===== config.mk =====
export PLATFORM = sky130hd
export DESIGN_NAME = instr_fetch_ctrl_flat
export DESIGN_NICKNAME = d
export VERILOG_FILES = /design/src/rtl/instr_fetch_ctrl_pkg.sv /design/src/rtl/instr_fetch_ctrl_if.sv /design/src/rtl/instr_fetch_ctrl_main_decoder.sv /design/src/rtl/instr_fetch_ctrl.sv /design/src/flat_wrapper.sv
export SDC_FILE = /design/constraint.sdc
export NUM_CORES = 1
export LEC_CHECK = 0
export ABC_AREA = 1
export CORE_AREA = 2 2 152 154
export CTS_CLUSTER_DIAMETER = 100
export DETAILED_ROUTE_END_ITERATION = 8
export DIE_AREA = 0 0 154 156
export PLACE_DENSITY = 0.6
export SETUP_SLACK_MARGIN = 0.5
export SLEW_MARGIN = 10
export SYNTH_ARGS = -nofsm -noshare
export SYNTH_HDL_FRONTEND = slang
export SYNTH_HIERARCHICAL = 1
export SYNTH_SLANG_ARGS = --single-unit
export TNS_END_PERCENT = 10

===== constraint.sdc =====
create_clock -name clk -period 4.65 [get_ports clk]
set_clock_uncertainty 0.2 [all_clocks]
set_input_delay 0.93 -clock clk [delete_from_list [all_inputs] [get_ports clk]]
set_output_delay 0.93 -clock clk [all_outputs]
set_load 0.05 [all_outputs]

===== src/rtl/instr_fetch_ctrl_pkg.sv =====
// Shared types for the instruction fetch / main control stage: opcodes, FSM states,
// ALU and memory-write encodings, and the control bundle passed from the decoder.
package ifc_pkg;

  localparam logic [5:0] OP_RTYPE = 6'h00;
  localparam logic [5:0] OP_J     = 6'h02;
  localparam logic [5:0] OP_BEQ   = 6'h04;
  localparam logic [5:0] OP_BNE   = 6'h05;
  localparam logic [5:0] OP_ADDI  = 6'h08;
  localparam logic [5:0] OP_LW    = 6'h23;
  localparam logic [5:0] OP_SB    = 6'h28;
  localparam logic [5:0] OP_SH    = 6'h29;
  localparam logic [5:0] OP_SW    = 6'h2B;

  typedef enum logic [2:0] {
    S_FETCH, S_DECODE, S_EXEC, S_MEM, S_WB, S_HALT
  } state_t;

  typedef enum logic [1:0] {
    ALU_ADD  = 2'b00,
    ALU_SUB  = 2'b01,
    ALU_FUNC = 2'b10
  } aluop_t;

  typedef enum logic [1:0] {
    MW_NONE = 2'b00,
    MW_BYTE = 2'b01,
    MW_HALF = 2'b10,
    MW_WORD = 2'b11
  } memwrite_t;

  typedef enum logic [1:0] {
    PC_HOLD, PC_BRANCH, PC_JUMP
  } pcsel_t;

  typedef struct packed {
    logic      regsel;
    logic      alusel;
    aluop_t    aluop;
    memwrite_t memwrite;
    logic      memread;
    logic      memtoregsel;
    logic      regwrite;
  } ctrl_t;

endpackage


===== src/rtl/instr_fetch_ctrl_if.sv =====
// Instruction-memory fetch bus: request/address out of the fetch stage,
// ready/data back from the memory.
interface instr_fetch_ctrl_if;
  logic        imem_req;
  logic [31:0] imem_addr;
  logic        imem_ready;
  logic [31:0] imem_data;

  modport master (output imem_req, imem_addr, input imem_ready, imem_data);
  modport slave  (input imem_req, imem_addr, output imem_ready, imem_data);
endinterface


===== src/rtl/instr_fetch_ctrl_main_decoder.sv =====
// Combinational main decoder: opcode + state + Zero -> control bundle, next state,
// PC update selection and illegal-opcode flag. Define IFC_BNE_EN to make bne (0x05) legal.
module main_decoder
  import ifc_pkg::*;
(
  input  logic [5:0] opcode,
  input  state_t     state,
  input  logic       zero,
  output ctrl_t      ctrl,
  output state_t     next_state,
  output pcsel_t     pc_sel,
  output logic       illegal
);

`ifdef IFC_BNE_EN
  localparam bit BNE_EN = 1'b1;
`else
  localparam bit BNE_EN = 1'b0;
`endif

  logic      is_rtype, is_imm, is_load, is_store, is_beq, is_bne, is_jump, br_taken;
  memwrite_t store_size;

  always_comb begin
    is_rtype = (opcode == OP_RTYPE);
    is_load  = (opcode == OP_LW);
    is_store = (opcode == OP_SW) || (opcode == OP_SB) || (opcode == OP_SH);
    is_imm   = (opcode == OP_ADDI) || is_load || is_store;
    is_beq   = (opcode == OP_BEQ);
    is_bne   = BNE_EN && (opcode == OP_BNE);
    is_jump  = (opcode == OP_J);
    illegal  = !(is_rtype || is_imm || is_beq || is_bne || is_jump);
    br_taken = (is_beq && zero) || (is_bne && !zero);
    case (opcode)
      OP_SB:   store_size = MW_BYTE;
      OP_SH:   store_size = MW_HALF;
      OP_SW:   store_size = MW_WORD;
      default: store_size = MW_NONE;
    endcase
  end

  always_comb begin
    ctrl       = '0;
    next_state = S_FETCH;
    pc_sel     = PC_HOLD;
    // Operand selection is a pure function of the opcode once IR is loaded,
    // so it stays stable from DECODE through WB.
    if (state != S_FETCH && state != S_HALT) begin
      ctrl.regsel = is_rtype;
      ctrl.alusel = is_imm;
      ctrl.aluop  = is_rtype ? ALU_FUNC : ((is_beq || is_bne) ? ALU_SUB : ALU_ADD);
    end
    case (state)
      S_FETCH:  next_state = S_DECODE;
      S_DECODE: next_state = illegal ? S_HALT : S_EXEC;
      S_EXEC: begin
        if (is_beq || is_bne) begin
          pc_sel     = br_taken ? PC_BRANCH : PC_HOLD;
          next_state = S_FETCH;
        end else if (is_jump) begin
          pc_sel     = PC_JUMP;
          next_state = S_FETCH;
        end else if (is_load || is_store) begin
          next_state = S_MEM;
        end else begin
          next_state = S_WB;
        end
      end
      S_MEM: begin
        ctrl.memwrite = store_size;
        ctrl.memread  = is_load;
        next_state    = is_load ? S_WB : S_FETCH;
      end
      S_WB: begin
        ctrl.regwrite    = 1'b1;
        ctrl.memread     = is_load;
        ctrl.memtoregsel = is_load;
        next_state       = S_FETCH;
      end
      S_HALT:  next_state = S_HALT;
      default: next_state = S_FETCH;
    endcase
  end

endmodule


===== src/rtl/instr_fetch_ctrl.sv =====
// Multi-cycle instruction fetch and main control: holds PC, IR and the FSM state,
// fetches over the imem handshake and drives datapath fields/strobes (see IFC_BNE_EN in main_decoder).
module instr_fetch_ctrl
  import ifc_pkg::*;
#(
  parameter logic [31:0] RESET_PC = 32'h0000_0000
) (
  input  logic                      clk,
  input  logic                      rst,
  instr_fetch_ctrl_if.master        imem,
  input  logic                      Zero,
  output logic [4:0]                rs,
  output logic [4:0]                rt,
  output logic [4:0]                rd,
  output logic [15:0]               SEin,
  output logic [5:0]                FuncCode,
  output logic                      Regsel,
  output logic                      ALUsel,
  output logic [1:0]                ALUOp,
  output logic [1:0]                MemWrite,
  output logic                      MemRead,
  output logic                      MemToRegSel,
  output logic                      RegWrite,
  output logic [31:0]               pc,
  output logic                      halt
);

  state_t      state, state_nxt, dec_next;
  ctrl_t       ctrl, ctrl_vis;
  pcsel_t      pc_sel;
  logic        illegal, halt_q;
  logic [31:0] ir, ir_vis, pc_q, br_off;

  main_decoder u_dec (
    .opcode     (ir[31:26]),
    .state      (state),
    .zero       (Zero),
    .ctrl       (ctrl),
    .next_state (dec_next),
    .pc_sel     (pc_sel),
    .illegal    (illegal)
  );

  always_ff @(posedge clk) begin
    if (rst) state <= S_FETCH;
    else     state <= state_nxt;
  end

  always_comb begin
    state_nxt = dec_next;
    if (state == S_FETCH && !imem.imem_ready) state_nxt = S_FETCH;
  end

  // Branch offset is applied to the already-incremented PC.
  assign br_off = {{14{ir[15]}}, ir[15:0], 2'b00};

  always_ff @(posedge clk) begin
    if (rst) begin
      pc_q   <= RESET_PC;
      ir     <= '0;
      halt_q <= 1'b0;
    end else begin
      if (state == S_FETCH && imem.imem_ready) begin
        ir   <= imem.imem_data;
        pc_q <= pc_q + 32'd4;
      end else if (pc_sel == PC_BRANCH) begin
        pc_q <= pc_q + br_off;
      end else if (pc_sel == PC_JUMP) begin
        pc_q <= {pc_q[31:28], ir[25:0], 2'b00};
      end
      if (state == S_DECODE && illegal) halt_q <= 1'b1;
    end
  end

  // Everything visible is forced to its reset value while rst is high,
  // independent of whatever state the registers hold before the edge.
  always_comb begin
    ctrl_vis = ctrl;
    ir_vis   = ir;
    if (rst) begin
      ctrl_vis = '0;
      ir_vis   = '0;
    end
  end

  assign imem.imem_req  = (state == S_FETCH) && !rst;
  assign pc             = rst ? RESET_PC : pc_q;
  assign imem.imem_addr = pc;
  assign halt           = halt_q && !rst;

  assign rs          = ir_vis[25:21];
  assign rt          = ir_vis[20:16];
  assign rd          = ir_vis[15:11];
  assign SEin        = ir_vis[15:0];
  assign FuncCode    = ir_vis[5:0];
  assign Regsel      = ctrl_vis.regsel;
  assign ALUsel      = ctrl_vis.alusel;
  assign ALUOp       = ctrl_vis.aluop;
  assign MemWrite    = ctrl_vis.memwrite;
  assign MemRead     = ctrl_vis.memread;
  assign MemToRegSel = ctrl_vis.memtoregsel;
  assign RegWrite    = ctrl_vis.regwrite;

endmodule


===== src/flat_wrapper.sv =====
// flat-port wrapper written by rule: the top's interface ports become plain ports
module instr_fetch_ctrl_flat import ifc_pkg::*;
#(
  parameter logic [31:0] RESET_PC = 32'h0000_0000
)
  (clk, rst, Zero, rs, rt, rd, SEin, FuncCode, Regsel, ALUsel, ALUOp, MemWrite, MemRead, MemToRegSel, RegWrite, pc, halt, imem_imem_req, imem_imem_addr, imem_imem_ready, imem_imem_data);
  instr_fetch_ctrl_if imem_i ();
  input  logic clk;
  input  logic rst;
  input  logic Zero;
  output logic [4:0] rs;
  output logic [4:0] rt;
  output logic [4:0] rd;
  output logic [15:0] SEin;
  output logic [5:0] FuncCode;
  output logic Regsel;
  output logic ALUsel;
  output logic [1:0] ALUOp;
  output logic [1:0] MemWrite;
  output logic MemRead;
  output logic MemToRegSel;
  output logic RegWrite;
  output logic [31:0] pc;
  output logic halt;
  output wire logic [$bits(imem_i.imem_req)-1:0] imem_imem_req;
  output wire logic [$bits(imem_i.imem_addr)-1:0] imem_imem_addr;
  input wire logic [$bits(imem_i.imem_ready)-1:0] imem_imem_ready;
  input wire logic [$bits(imem_i.imem_data)-1:0] imem_imem_data;
  assign imem_imem_req = imem_i.imem_req;
  assign imem_imem_addr = imem_i.imem_addr;
  assign imem_i.imem_ready = imem_imem_ready;
  assign imem_i.imem_data = imem_imem_data;
  instr_fetch_ctrl #(.RESET_PC(RESET_PC)) u_core (.clk(clk), .rst(rst), .imem(imem_i), .Zero(Zero), .rs(rs), .rt(rt), .rd(rd), .SEin(SEin), .FuncCode(FuncCode), .Regsel(Regsel), .ALUsel(ALUsel), .ALUOp(ALUOp), .MemWrite(MemWrite), .MemRead(MemRead), .MemToRegSel(MemToRegSel), .RegWrite(RegWrite), .pc(pc), .halt(halt));
endmodule

==> summary.md <==
| Metric | Value |
|---|---|
| Status | `finished, final reports clean` |
| DRT Wirelength | `22700 µm` |
| Final min period | `3.66 ns` |
| Slew headroom | `0.353` |
| Pleak | `3.69 nW` |
| Number of hold buffers added after cts | `0` |
| Antenna Nets Post-Route | `0` |
| Post-Place Worst Slack | `0.733 ns` |
| Initial antenna violation count | `0` |
| Required time of the critical path | `3.52 ns` |
| Worst-Skew Late Latency | `0.35 ns` |
| Starting DRC count in detailed routing | `662` |
| Diodes inserted | `0` |
| Vias | `7364` |
| CTS root buf | `clkbuf_16` |
| Synth area leader | `dfxtp_1` |
| Clk sinks | `66` |
| Post-synth EDFFs | `0` |
| Setup ws final | `0.988 ns` |
| Initial core utilization | `0.296` |
| WHS | `0.289 ns` |
| Final setup viols | `0` |
| Peak Freq | `273 MHz` |
| Die Wd | `154 µm` |
| Worst-Margin Slew | `0.969 ns` |
| CP Max Fanout | `56` |
| Fin Setup TNS | `0 ns` |
| Post-CTS Setup Repair Bufs | `0` |
| Final weighted congestion in routability-driven placement | `0.938` |
| Drt via density | `4.81` |
| Max H-tree Level | `3` |
| CP max stage delay | `0.84 ns` |
| Largest cells by area after synthesis | `dfxtp_1 20%, nand2_1 16%, inv_1 9.5%` |
| GRT Residual Overflow | `0` |
| Site Rows | `55` |
| Post-synthesis async set-or-reset flop share | `0` |
| Distinct cells, synth | `42` |
| Critical path arrival | `2.53 ns` |
| Yosys warns | `6` |
| Average routed wire per standard cell | `14.8 µm` |
| Die area | `24000 µm²` |
| Period utilization | `0.788` |
| First-pass GRT wire length | `36200 µm` |
| Critical Path End Type | `primary output` |
| Drt pass-1 iters | `7` |
| Total power | `2.65 mW` |
| Main flop type after synthesis | `dfxtp_1` |
| # resized after CTS | `0` |
| Synth cell count leaders | `288 x nand2_1, 167 x inv_1, 158 x nor2_1, 111 x a21oi_1, 77 x o21ai_0` |
| Largest net degree at the start of global routing | `57` |
| Share of post-route cells with drive strength above 1 | `0.0457` |
| VDD IR-drop max | `0.150 mV` |
| GRT Util Overall | `0.189` |
| CTS buffer count | `9` |
| Layout area overhead | `24.7%` |
| RSZ-0062 raised after global routing | `false` |
| Crit path max-delay cell type | `clkdlybuf4s50_1` |
| Fill cells | `2438` |
| P per Cell Area | `321 nW/µm²` |
| Final net count | `1308` |
| IO Count | `148` |
| Hold Path Class | `reg2reg` |
| CTS clk-pin slew, worst paths | `0.06 ns` |
| DP HPWL | `18000 µm` |
| CTS tree | `built` |
| Core footprint | `22400 µm²` |
| Cells after Synth | `1155` |
| Fin. max-slew vios | `0` |
| CP Cell Sequence | `buf_4 -> buf_12 -> nor2_1 -> clkdlybuf4s50_1` |
| Most common cell in the netlist | `nand2_1` |
| WHS Path Cells | `2` |
| Post-route cell area | `8250 µm²` |
| Vias in the first global route | `6878` |
| Critical Path Source Type | `primary input` |
| Kind of critical path | `in2out` |
| Die height | `156 µm` |
| Residual DRC count | `0` |
| Dpl cell area | `7980 µm²` |
| CTS max path bufs | `2` |
| Sequential share of the synthesized area | `0.200` |
| Post-synthesis average cell area | `5.73 µm²` |
| Worst-case reg-to-reg path depth | `11` |
| Max Cap Viol | `0` |
| Port Buffers | `143` |
| Yosys reg bits | `66` |
| Yosys top cell area share | `0.200` |
| Netlist Area Pre-Place | `6620 µm²` |
| Final Hold Fails | `0` |
==> placed cells by master (no fill, tap or decap), types with 2 or more instances in the layout <==
cell type and instances:
xor2_1 18, and2_1 4, ha_1 30, a21oi_2 3, a21oi_1 111, nand2_1 288, o21ai_1 2, clkbuf_16 9
a211oi_1 4, nand2_2 5, clkdlybuf4s50_1 142, inv_1 167, clkinvlp_4 2, o21ai_0 77, dfxtp_1 66, buf_4 6
nand3_1 61, nor3_4 2, nor2_1 158, nor3_1 15, clkinv_2 3, conb_1 4, inv_2 4, nand4_1 18
a31oi_1 5, nand3b_1 6, nor2_2 10, nand3_2 3, o21bai_1 4, nor2_4 4, nand4_2 2
==> path summary, 6_finish.rpt <==
kind | from | to | slack [ns]
setup reg to reg | u_core/state[1]$_SDFF_PP0_ | u_core/pc_q[9]$_SDFFE_PP0P_ | 1.12
setup / recovery | rst | pc[26] | 0.99
hold reg to reg | u_core/halt_q$_SDFFE_PP0P_ | u_core/halt_q$_SDFFE_PP0P_ | 0.29
hold / removal | u_core/halt_q$_SDFFE_PP0P_ | u_core/halt_q$_SDFFE_PP0P_ | 0.29
==> routing by layer <==
metal  track usage  share of wire
met1         0.247           0.46
met4        0.0458          0.013
met3        0.0386          0.061
met5             0              0
met2         0.321           0.47
==> report_power, final <==
group / switching (mW) / internal [mW]
Combinational: 0.833 / 0.390
Sequential: 0.128 / 0.651
Clock: 0.276 / 0.373
==> flip-flops by register name (all words and copies together), names as in the netlist <==
register and flops:
u_core/state 3, u_core/halt_q 1, u_core/pc_q 30, u_core/ir 32
==> critical path: cells and delay by family <==
kind,cells,cell delay [ns]
buffers and inverters,3,1.39
and+or+nand+nor,1,0.20
==> metrics by stage <==
stage                     utilization  std cells
after global placement          0.357       1515
after CTS                       0.369       1531
final                           0.369       1531
after global routing            0.369       1531
after detailed placement        0.357       1515
after floorplan                     -       1158
==> kinds of logic after synthesis <==
logic type,after synthesis,synth area share
AO/OA/AOI/OAI,208,0.164
other,1,0.000567
flip-flops,66,0.200
XOR/XNOR,18,0.0238
AND/OR/NAND/NOR,582,0.380
adder cells (fa/ha/maj),31,0.0598
buffers and inverters,249,0.172
==> layout make-up <==
cell class,count,area [µm²],area share
multi-input combinational,843,4170,0.505
timing repair buffer,149,1490,0.180
sequential,66,1320,0.160
inverter,172,646,0.0783
tap,285,357,0.0432
clock buffer,11,243,0.0294
clock inverter,5,30.0,0.00364
No activity file was read; power rests on OpenSTA's default activity.
